### src/rtl/epm3032_ym2149_x2.sv
// Glue logic for a dual YM2149 (TurboSound-style) card on a ZX Spectrum Z80 bus.
// Decodes AY ports #FFFD/#BFFD into BC1/BDIR, selects one of two PSGs, divides
// the CPU clock by two for the PSGs and drives beeper, tape-out, covox strobe
// and IORQGE.
//
// Ports:
//   i_cpu_clock            Z80 CPU clock, the only clock (rising edge)
//   i_reset                synchronous active-high reset
//   i_a0..i_a2,i_a14,i_a15 Z80 address bits
//   i_m1,i_iorq,i_rd,i_wr  Z80 strobes, active-low
//   i_dos                  TR-DOS ROM active, active-low
//   i_d_0,i_d_4..i_d_7     Z80 data bits
//   o_bc1,o_bdir           YM2149 bus control, shared by both chips
//   o_ym_0,o_ym_1          PSG chip selects, active-low
//   o_ym_clock             PSG clock, cpu_clock / 2
//   o_beeper,o_tapeout     port #FE bits 4 and 0
//   o_covox                covox latch strobe, active-low
//   o_ioge_c               IORQGE, high while the PSG answers a read
module epm3032_ym2149_x2 (
    input  logic i_cpu_clock,
    input  logic i_reset,
    input  logic i_a0,
    input  logic i_a1,
    input  logic i_a2,
    input  logic i_a14,
    input  logic i_a15,
    input  logic i_m1,
    input  logic i_iorq,
    input  logic i_rd,
    input  logic i_wr,
    input  logic i_dos,
    input  logic i_d_0,
    input  logic i_d_4,
    input  logic i_d_5,
    input  logic i_d_6,
    input  logic i_d_7,
    output logic o_bc1,
    output logic o_bdir,
    output logic o_ym_0,
    output logic o_ym_1,
    output logic o_ym_clock,
    output logic o_beeper,
    output logic o_tapeout,
    output logic o_covox,
    output logic o_ioge_c
);

    logic w_io_cyc;
    logic w_ay_sel;
    logic w_chip_wr;
    logic w_fe_wr;

    logic r_chip_sel;
    logic r_ym_clock;
    logic r_beeper;
    logic r_tapeout;

    // Interrupt acknowledge (m1 and iorq both low) is not an I/O cycle.
    assign w_io_cyc = ~i_iorq & i_m1;
    assign w_ay_sel = w_io_cyc & i_a15 & ~i_a1;

    assign o_bc1    = w_ay_sel & i_a14 & (~i_rd | ~i_wr);
    assign o_bdir   = w_ay_sel & ~i_wr;
    assign o_ioge_c = w_ay_sel & i_a14 & ~i_rd;

    // Address-latch write whose upper nibble is #F is a chip-select command.
    assign w_chip_wr = o_bc1 & o_bdir & i_d_7 & i_d_6 & i_d_5 & i_d_4;
    assign w_fe_wr   = w_io_cyc & ~i_wr & ~i_a0;

    // Port #FB, muted while the TR-DOS ROM owns the bus.
    assign o_covox = ~(w_io_cyc & ~i_wr & i_dos & ~i_a2 & i_a1 & i_a0);

    always_ff @(posedge i_cpu_clock) begin
        if (i_reset) begin
            r_chip_sel <= 1'b0;
            r_ym_clock <= 1'b0;
            r_beeper   <= 1'b0;
            r_tapeout  <= 1'b0;
        end else begin
            r_ym_clock <= ~r_ym_clock;
            if (w_chip_wr) begin
                // #FF selects PSG 0, #FE selects PSG 1.
                r_chip_sel <= ~i_d_0;
            end
            if (w_fe_wr) begin
                r_beeper  <= i_d_4;
                r_tapeout <= i_d_0;
            end
        end
    end

    assign o_ym_0     = r_chip_sel;
    assign o_ym_1     = ~r_chip_sel;
    assign o_ym_clock = r_ym_clock;
    assign o_beeper   = r_beeper;
    assign o_tapeout  = r_tapeout;

endmodule

### config.mk
export PLATFORM = sky130hd
export DESIGN_NAME = epm3032_ym2149_x2
export DESIGN_NICKNAME = d
export VERILOG_FILES = /design/src/rtl/epm3032_ym2149_x2.sv
export SDC_FILE = /design/constraint.sdc
export NUM_CORES = 1
export LEC_CHECK = 0
export ABC_AREA = 1
export BUFFER_PORTS_ARGS = -buffer_cell sky130_fd_sc_hd__buf_2
export CAP_MARGIN = 40
export CORE_AREA = 4 4 41 43
export CTS_CLUSTER_DIAMETER = 120
export DETAILED_ROUTE_END_ITERATION = 10
export DIE_AREA = 0 0 45 47
export PLACE_DENSITY = 0.5
export SETUP_SLACK_MARGIN = 0.4
export SLEW_MARGIN = 20
export SYNTH_ARGS = -nofsm -noshare
export SYNTH_HDL_FRONTEND = slang
export SYNTH_SLANG_ARGS = --single-unit
### constraint.sdc
create_clock -name i_cpu_clock -period 1.4 [get_ports i_cpu_clock]
set_clock_uncertainty 0.1 [all_clocks]
set_input_delay 0 -clock i_cpu_clock [delete_from_list [all_inputs] [get_ports i_cpu_clock]]
set_output_delay 0 -clock i_cpu_clock [all_outputs]
set_load 0.05 [all_outputs]
==> metrics.md <==
| Metric | Value |
|---|---|
| Critical Path RT | `1.30 ns` |
| Gate Count Post-Synth | `39` |
| CTS tree | `yes` |
| Fin crit share | `0.6687` |
| Share of cells above drive strength 1 | `0.5714` |
| Vias | `334` |
| Crit path max fanout | `3` |
| Syn_area_per_cell | `6.481 um^2` |
| DIE WIDTH | `45 um` |
| Vias/cell | `3.929` |
| Max Buffers Root-to-Sink | `2` |
| IO buf count | `25` |
| Post-synth cell types | `13` |
| Clock Root Buffer | `clkbuf_4` |
| Max Clk Rate | `1068 MHz` |
| GRT Residual Overflow | `0` |
| Die Y | `47 um` |
| Area grow syn2layout | `93.56%` |
| Worst setup path category | `register to primary output` |
| Setup violators final | `0` |
| ANT cells | `0` |
| Post-cts sizing count | `0` |
| TNS Setup | `0 ns` |
| Critical Path End Type | `primary output` |
| 1st-pass router iterations | `2` |
| WP data arrival | `0.84 ns` |
| Top Ports | `26` |
| Final GP Congestion | `0.6553` |
| Final min period | `0.9361 ns` |
| Crit path cell chain | `buf_2` |
| HPWL after DPL | `653.1 um` |
| Post-DR wirelength/cell | `8.800 um` |
| Crit-path max cell delay | `0.33 ns` |
| Sequential fraction of the synthesis area | `0.3168` |
| Number of global-route vias before repair | `315` |
| Post-DRT Antenna Nets | `0` |
| First-pass GRT wire length | `1269 um` |
| Net Count, Synth | `56` |
| CP max-delay cell | `dfxtp_1` |
| Setup Buffers After CTS | `0` |
| PD cells | `719.0 nW/um^2` |
| RSZ-0062 raised after global routing | `false` |
| WP buf/inv | `1` |
| Max-Cap Viols | `0` |
| Final net count | `89` |
| Drt total wl | `748 um` |
| Later-pin clock latency in the skew report | `0.23 ns` |
| Hold Fails Final Rpt | `0` |
| Final core utilization | `0.3760` |
| CTS sink count | `4` |
| Worst Setup Start Kind | `register` |
| Max_slew headroom | `0.8337` |
| Die footprint | `2115 um^2` |
| Worst slew pin tran | `0.2511 ns` |
| H-Tree Depth | `1` |
| VDD IR-drop max | `383.5 uV` |
| Initial core utilization | `0.1942` |
| Syn. warnings | `0` |
| Top delay family on crit path | `flip-flops` |
| # rows | `13` |
| Synth Register Bits | `4` |
| Drc violations | `0` |
| Core area | `1301 um^2` |
| Status | `finished clean` |
| Hold buffers post-CTS | `3` |
| Largest net degree at the start of global routing | `4` |
| Worst-path clk slew | `0.04 ns` |
| Min-delay worst type | `primary input to register` |
| TritonCTS buffer count | `3` |
| Total track usage | `0.08782` |
| Final Max Slew Viols | `0` |
| Leak | `0.0002674 uW` |
| Mapped cell area | `252.7 um^2` |
| Initial antenna violation count | `0` |
| DRT iter0 DRCs | `1` |
-- routing by layer --
metal  routed length [um]  part of all wire  global-route usage
met1                  305              0.41              0.1005
met2                  348              0.47              0.1299
met3                   94              0.13             0.03448
met4                    0                 0             0.07018
met5                    0                 0                   0
-- state kept, by name, indices dropped and copies added (netlist names) --
signal,count
o_ym_0,1
o_beeper,1
o_ym_clock,1
o_tapeout,1
-- placed cells by master, fill, tap and decap left out, drive strengths merged --
master	n
a21oi	1
buf	25
clkbuf	3
dfxtp	4
dlygate4sd3	3
inv	10
nand2	4
nand3	4
nand4	1
nor2	10
nor3	3
o21ai	2
-- worst reg2reg max path, delay by kind of cell (launching register included) --
| family | cells | cell delay (ns) |
|---|---|---|
| flip-flops | 1 | 0.31 |
| AO/OA/AOI/OAI | 1 | 0.14 |
| AND/OR/NAND/NOR | 1 | 0.06 |
-- metrics by stage --
stage | instances | hold slack (ns) | worst slack [ns] | total power [uW] | instance area [um^2]
2_1_floorplan | 39 | -0.03331 | 0.3203 | 167.7 | 292.8
3_3_place_gp | 79 | 0.06958 | 0.4879 | 206.8 | 436.7
3_5_place_dp | 79 | 0.07726 | 0.4852 | 206.7 | 436.7
4_1_cts | 85 | 0.01255 | 0.4444 | 365.3 | 489.2
5_1_grt | 85 | 0.07064 | 0.4176 | 383.3 | 489.2
6_report | 85 | 0.02354 | 0.4639 | 351.8 | 489.2
-- cells in the mapped netlist (all sizes together) --
| master | count | area [um^2] |
|---|---|---|
| inv | 10 | 37.54 |
| nor2 | 10 | 45.05 |
| dfxtp | 4 | 80.08 |
| nand2 | 4 | 17.52 |
| nand3 | 4 | 25.02 |
| nor3 | 3 | 26.28 |
| o21ai | 2 | 10.01 |
| a21oi | 1 | 5.000 |
| nand4 | 1 | 6.260 |
-- worst paths after layout --
path / start / end / slack, ns / cells past startpoint
setup reg to reg: o_beeper / o_beeper / 0.68 / 2
setup / recovery: o_ym_0 / o_ym_0 / 0.46 / 1
hold / removal: i_a0 / o_beeper / 0.02 / 4
hold reg to reg: o_ym_clock / o_ym_clock / 0.30 / 1
-- power breakdown --
part           leakage [uW]  internal [uW]  switching (uW)
Sequential        0.0000336            119            1.65
Clock             0.0000138           95.8            45.4
Combinational      0.000220           35.8            54.1
Total              0.000267            251             101
-- logic make-up after synthesis --
family,after synthesis,share of synthesized area
AOI/OAI and AO/OA,3,0.05939
buffers and inverters,10,0.1485
DFF,4,0.3168
and+or+nand+nor,22,0.4753
-- layout make-up --
type / instances / area, um^2
timing repair buffer: 28 / 155.1
fill: 144 / 812.0
multi-input combinational: 25 / 157.7
clock buffer: 3 / 22.52
tap: 15 / 18.77
sequential: 4 / 82.58
inverter: 10 / 52.55
No activity file was read; power rests on OpenSTA's default activity.
